[config.mk]
export PLATFORM = sky130hd
export DESIGN_NAME = sr_input_debouncer
export DESIGN_NICKNAME = d
export VERILOG_FILES = /design/src/rtl/sr_input_debouncer_pkg.sv /design/src/rtl/sr_input_debouncer_channel.sv /design/src/rtl/sr_input_debouncer.sv
export SDC_FILE = /design/constraint.sdc
export NUM_CORES = 1
export LEC_CHECK = 0
export BUFFER_PORTS_ARGS = -buffer_cell sky130_fd_sc_hd__buf_2
export CORE_MARGIN = 3
export CORE_UTILIZATION = 30
export CTS_CLUSTER_SIZE = 14
export DETAILED_ROUTE_END_ITERATION = 8
export MAX_ROUTING_LAYER = met4
export PLACE_DENSITY_LB_ADDON = 0.05
export SLEW_MARGIN = 20
export SYNTH_ARGS = -nofsm -noshare
export SYNTH_HDL_FRONTEND = slang
export SYNTH_SLANG_ARGS = --single-unit
[constraint.sdc]
create_clock -name clk -period 3.9 [get_ports clk]
set_input_delay 0.585 -clock clk [delete_from_list [all_inputs] [get_ports clk]]
set_output_delay 0.585 -clock clk [all_outputs]
set_load 0.02 [all_outputs]
[src/rtl/sr_input_debouncer_pkg.sv]
`default_nettype none
// ============================================================================
// Module   : sr_input_debouncer_pkg
// Brief    : Shared channel state encoding and default timing constants.
// Revision : 1.0 - initial release
// ============================================================================
package sr_input_debouncer_pkg;

   typedef enum logic [1:0] {
      CH_LOW       = 2'd0,
      CH_RISE_WAIT = 2'd1,
      CH_HIGH      = 2'd2,
      CH_FALL_WAIT = 2'd3
   } chan_state_e;

   localparam logic [1:0] c_ST_LOW       = CH_LOW;
   localparam logic [1:0] c_ST_RISE_WAIT = CH_RISE_WAIT;
   localparam logic [1:0] c_ST_HIGH      = CH_HIGH;
   localparam logic [1:0] c_ST_FALL_WAIT = CH_FALL_WAIT;

   localparam int unsigned c_DEF_DEBOUNCE_CYCLES = 16;
   localparam int unsigned c_DEF_SYNC_STAGES     = 2;

   // Accepted level is 1 in HIGH and FALL_WAIT: the MSB of the encoding.
   function automatic logic stable_of(input logic [1:0] state);
      return (state == c_ST_HIGH) || (state == c_ST_FALL_WAIT);
   endfunction

endpackage : sr_input_debouncer_pkg
`default_nettype wire

[src/rtl/sr_input_debouncer_channel.sv]
`default_nettype none
// ============================================================================
// Module   : debounce_channel
// Brief    : Synchronizer plus 4-state qualify FSM for one bouncy raw input.
// Revision : 1.0 - initial release
// ============================================================================
module debounce_channel
   import sr_input_debouncer_pkg::*;
#(
   parameter int unsigned DEBOUNCE_CYCLES = c_DEF_DEBOUNCE_CYCLES,
   parameter int unsigned SYNC_STAGES     = c_DEF_SYNC_STAGES
) (
   input  logic clk,
   input  logic rst_n,
   input  logic raw,
   output logic stable
);

   localparam int unsigned          c_CNT_W   = $clog2(DEBOUNCE_CYCLES + 1);
   localparam logic [c_CNT_W-1:0]   c_CNT_MAX = c_CNT_W'(DEBOUNCE_CYCLES);
   localparam logic [c_CNT_W-1:0]   c_CNT_ONE = c_CNT_W'(1);
   localparam logic [c_CNT_W-1:0]   c_CNT_ZERO = '0;

   logic [SYNC_STAGES-1:0] r_sync;
   logic                   w_synced;
   logic [1:0]             r_state;
   logic [1:0]             w_state_nxt;
   logic [c_CNT_W-1:0]     r_cnt;
   logic [c_CNT_W-1:0]     w_cnt_nxt;

   always_ff @(posedge clk or negedge rst_n) begin
      if (!rst_n) begin
         r_sync <= '0;
      end else begin
         r_sync <= {r_sync[SYNC_STAGES-2:0], raw};
      end
   end

   assign w_synced = r_sync[SYNC_STAGES-1];

   // Counter only advances while below the limit, so it can never wrap.
   always_comb begin
      w_state_nxt = r_state;
      w_cnt_nxt   = r_cnt;
      case (r_state)
         c_ST_LOW: begin
            if (w_synced) begin
               w_state_nxt = c_ST_RISE_WAIT;
               w_cnt_nxt   = c_CNT_ONE;
            end
         end
         c_ST_RISE_WAIT: begin
            if (!w_synced) begin
               w_state_nxt = c_ST_LOW;
               w_cnt_nxt   = c_CNT_ZERO;
            end else if (r_cnt == c_CNT_MAX) begin
               w_state_nxt = c_ST_HIGH;
               w_cnt_nxt   = c_CNT_ZERO;
            end else begin
               w_cnt_nxt   = r_cnt + c_CNT_ONE;
            end
         end
         c_ST_HIGH: begin
            if (!w_synced) begin
               w_state_nxt = c_ST_FALL_WAIT;
               w_cnt_nxt   = c_CNT_ONE;
            end
         end
         c_ST_FALL_WAIT: begin
            if (w_synced) begin
               w_state_nxt = c_ST_HIGH;
               w_cnt_nxt   = c_CNT_ZERO;
            end else if (r_cnt == c_CNT_MAX) begin
               w_state_nxt = c_ST_LOW;
               w_cnt_nxt   = c_CNT_ZERO;
            end else begin
               w_cnt_nxt   = r_cnt + c_CNT_ONE;
            end
         end
         default: begin
            w_state_nxt = c_ST_LOW;
            w_cnt_nxt   = c_CNT_ZERO;
         end
      endcase
   end

   always_ff @(posedge clk or negedge rst_n) begin
      if (!rst_n) begin
         r_state <= c_ST_LOW;
         r_cnt   <= c_CNT_ZERO;
      end else begin
         r_state <= w_state_nxt;
         r_cnt   <= w_cnt_nxt;
      end
   end

   assign stable = stable_of(r_state);

endmodule : debounce_channel
`default_nettype wire

[src/rtl/sr_input_debouncer.sv]
`default_nettype none
// ============================================================================
// Module   : sr_input_debouncer
// Brief    : Debounces set/clear requests and drives clean J/K, pulses, conflict.
// Revision : 1.0 - initial release
// ============================================================================
module sr_input_debouncer
   import sr_input_debouncer_pkg::*;
#(
   parameter int unsigned DEBOUNCE_CYCLES = c_DEF_DEBOUNCE_CYCLES,
   parameter int unsigned SYNC_STAGES     = c_DEF_SYNC_STAGES
) (
   input  logic clk,
   input  logic rst_n,
   input  logic set_raw,
   input  logic clr_raw,
   output logic j,
   output logic k,
   output logic set_pulse,
   output logic clr_pulse,
   output logic conflict
);

   logic w_set_stable;
   logic w_clr_stable;
   logic w_j_nxt;
   logic w_k_nxt;

   debounce_channel #(
      .DEBOUNCE_CYCLES (DEBOUNCE_CYCLES),
      .SYNC_STAGES     (SYNC_STAGES)
   ) u_set_chan (
      .clk    (clk),
      .rst_n  (rst_n),
      .raw    (set_raw),
      .stable (w_set_stable)
   );

   debounce_channel #(
      .DEBOUNCE_CYCLES (DEBOUNCE_CYCLES),
      .SYNC_STAGES     (SYNC_STAGES)
   ) u_clr_chan (
      .clk    (clk),
      .rst_n  (rst_n),
      .raw    (clr_raw),
      .stable (w_clr_stable)
   );

   // Both requests active means hold: neither J nor K is asserted.
   assign w_j_nxt = w_set_stable & ~w_clr_stable;
   assign w_k_nxt = w_clr_stable & ~w_set_stable;

   always_ff @(posedge clk or negedge rst_n) begin
      if (!rst_n) begin
         j         <= 1'b0;
         k         <= 1'b0;
         set_pulse <= 1'b0;
         clr_pulse <= 1'b0;
         conflict  <= 1'b0;
      end else begin
         j         <= w_j_nxt;
         k         <= w_k_nxt;
         set_pulse <= w_j_nxt & ~j;
         clr_pulse <= w_k_nxt & ~k;
         conflict  <= w_set_stable & w_clr_stable;
      end
   end

endmodule : sr_input_debouncer
`default_nettype wire
==> impl_metrics.py <==
metrics = {
    "clock_network": {
        "postCtsSetupRepairBufs": 0,
        "cts_buffers": 3,
        "clkLatencyLatePin_ps": 310,
        "cts_hold_buf": 0,
        "clk_pin_slew_ps": 130,
        "cts_tree": "built",
        "cts.repair.resized": 0,
        "root_buffer": "clkbuf_4",
        "htree_levels": 1,
        "clock_sinks": 23,
        "clock_path_buffers": 2,
    },
    "drt": {
        "drc": 0,
        "drt-initial-drc-count": 20,
        "dr.pass1.iters": 4,
        "wirelength_um": 1653,
        "wl_per_cell_um": 12.34,
        "via_per_inst": 4.455,
        "via_count": 597,
        "antenna_left": 0,
        "highest_layer": "met4",
        "wl_met1_um": 862,
        "routed-wl-met2_um": 714,
        "wl_met3_um": 60,
    },
    "worst_setup_path": {
        "worstSetupPathType": "flip-flop to flip-flop",
        "cp.arrival_ps": 1680,
        "critPathMaxFanout": 5,
        "crit_required_ps": 4120,
        "startpoint_type": "flip-flop",
        "end_kind": "flip-flop",
    },
    "yosys": {
        "synth_area_mm2": 0.001021,
        "synthCells": 79,
        "synth_common_cells": "dfrtp_1 (23), nand3_1 (5)",
        "ys.warnings.count": 0,
        "synth_nets": 87,
        "yosysUniqueCellTypes": 31,
        "ys_ff_latch": 23,
        "synth_area_leaders": "dfrtp_1 (56%), ha_1 (4.9%), xor2_1 (3.4%)",
        "yosysSeqAreaShare_pct": 56.37,
        "synth_edf_count": 0,
        "async_flop_share_pct": 100.0,
        "synth_most_common_cell": "dfrtp_1",
        "ys.flop_type": "dfrtp_1",
        "synth_top_area_share_pct": 56.37,
        "synth_top_cell_by_area": "dfrtp_1",
        "syn_area_per_cell_um2": 12.92,
    },
    "place": {
        "placed_cells": 130,
        "placement.io_buffers": 8,
        "place_hpwl_um": 1184,
        "place_congestion": 0.7273,
    },
    "sta": {
        "hold_viol_final": 0,
        "rsz0062_at_grt": "no",
        "clock_skew_ps": 9.273,
        "period_share_pct": 37.55,
        "setup_viol": 0,
        "fin_crit_ps": 1464,
        "fin_setup_tns_ps": 0,
        "fmax_ghz": 0.6828,
        "tightest_slew_ps": 516.1,
        "slew_violations": 0,
        "slew-limit-headroom_pct": 65.59,
    },
    "global_route": {
        "antenna_found_initial": 0,
        "grt_pass1_wl_um": 3008,
        "grt_use_total_pct": 9.620,
        "first_global_vias": 666,
        "grt_max_degree": 24,
        "grt-ovfl-total": 0,
    },
    "cells_and_area": {
        "diodes": 0,
        "final_nets": 99,
        "instances_no_fill": 134,
        "drive_gt1_share_pct": 22.22,
        "area_growth_pct": 11.27,
    },
    "die": {
        "io_pins": 9,
        "die_w_um": 64.34,
        "die_area_mm2": 0.004139,
        "rows": 20,
        "core_area_mm2": 0.003153,
        "start_util_pct": 32.38,
        "die-height_um": 64.34,
    },
    "power_and_ir_drop": {
        "ir_drop_v": 0.0002073,
        "p_leak_nw": 0.5287,
        "cellPowerDensity_mw_per_mm2": 358.1,
    },
    "flow_run": {
        "cap_violations": 0,
    },
    "worst_hold_path": {
        "min_path_type": "input pin to async pin",
    },
    "outcome": {
        "status": "completed",
    },
}
-- cells by family after synthesis --
kind of cell / count (synthesis) / synth area share [%]
xor gates and xnor gates: 8 / 8.334
AOI/OAI and AO/OA: 13 / 10.17
adders and majority gates: 4 / 4.902
and+or+nand+nor: 24 / 15.44
buffers and inverters: 5 / 2.206
DFF: 23 / 56.37
muxes: 2 / 2.573
-- critical path: stages (launching register included) --
cell      delay (ps)
dfrtp_1          430
inv_1             90
ha_1             150
and4bb_2         330
nand2_2           80
mux2_4           300
-- through the flow --
step	power (mW)	worst slack (ps)	hold WS (ps)	cell area, um2	utilization (%)
final	0.4069	2436	219.9	1136	36.03
after global routing	0.4378	2351	226.2	1136	36.03
after CTS	0.4186	2416	222.9	1136	36.03
after detailed placement	0.3013	2438	338.9	1109	35.16
after global placement	0.3006	2451	334.7	1109	35.16
after floorplan	0.2879	2552	289.4	1021	-
-- report_power, final --
group | total (mW) | internal, mW | switching (mW)
Sequential | 0.261 | 0.249 | 0.0120
Combinational | 0.0353 | 0.0162 | 0.0191
Clock | 0.111 | 0.0383 | 0.0727
Total | 0.407 | 0.303 | 0.104
-- final cells by class --
cell class | count | area, um2
clock buffer | 3 | 22.52
inverter | 4 | 15.01
multi-input combinational | 51 | 422.9
timing repair buffer | 8 | 40.04
tap | 44 | 55.05
fill | 333 | 2017
clock inverter | 1 | 5.005
sequential | 23 | 575.6
-- path summary, 6_finish.rpt --
path | slack (ps) | start | depth (start not counted) | endpoint
hold reg to reg | 360 | u_clr_chan.r_sync[0]$_DFF_PN0_ | 0 | u_clr_chan.r_sync[1]$_DFF_PN0_
setup / recovery | 2440 | u_set_chan.r_cnt[0]$_DFFE_PN0P_ | 5 | flip-flop
min in group clk | 360 | u_clr_chan.r_sync[0]$_DFF_PN0_ | 0 | u_clr_chan.r_sync[1]$_DFF_PN0_
setup reg to reg | 2440 | u_set_chan.r_cnt[0]$_DFFE_PN0P_ | 5 | flip-flop
hold / removal | 220 | rst_n | 1 | u_set_chan.r_cnt[3]$_DFFE_PN0P_
max in group asynchronous | 3330 | rst_n | 1 | k$_DFF_PN0_
-- flip-flops by register name, summed over array words and instances (netlist names), named ones only --
| register | count |
|---|---|
| clr_pulse | 1 |
| u_set_chan.r_state | 1 |
| u_set_chan.r_sync | 2 |
| u_set_chan.r_cnt | 5 |
| u_clr_chan.r_sync | 2 |
| set_pulse | 1 |
| conflict | 1 |
| u_clr_chan.r_cnt | 5 |
| u_clr_chan.r_state | 1 |
| j | 1 |
| k | 1 |
-- cell usage in the layout (no fill, tap or decap), types with 2 or more instances in the layout --
cell       instances
a21oi_1            2
and2_1             2
buf_2              8
clkbuf_4           3
dfrtp_1           23
ha_1               4
inv_1              4
nand2_1            4
nand3_1            5
nand3b_1           3
nor2b_1            3
o21a_1             2
o21ai_0            2
o2bb2ai_1          2
xnor2_1            2
xor2_1             4
-- layer usage --
metal,up-vias,GRT usage [%]
li1,293,-
met1,292,12.36
met2,10,14.30
met3,2,3.515
met4,0,2.639
met5,-,-
Note: power is estimated with default switching activity, not from simulation.
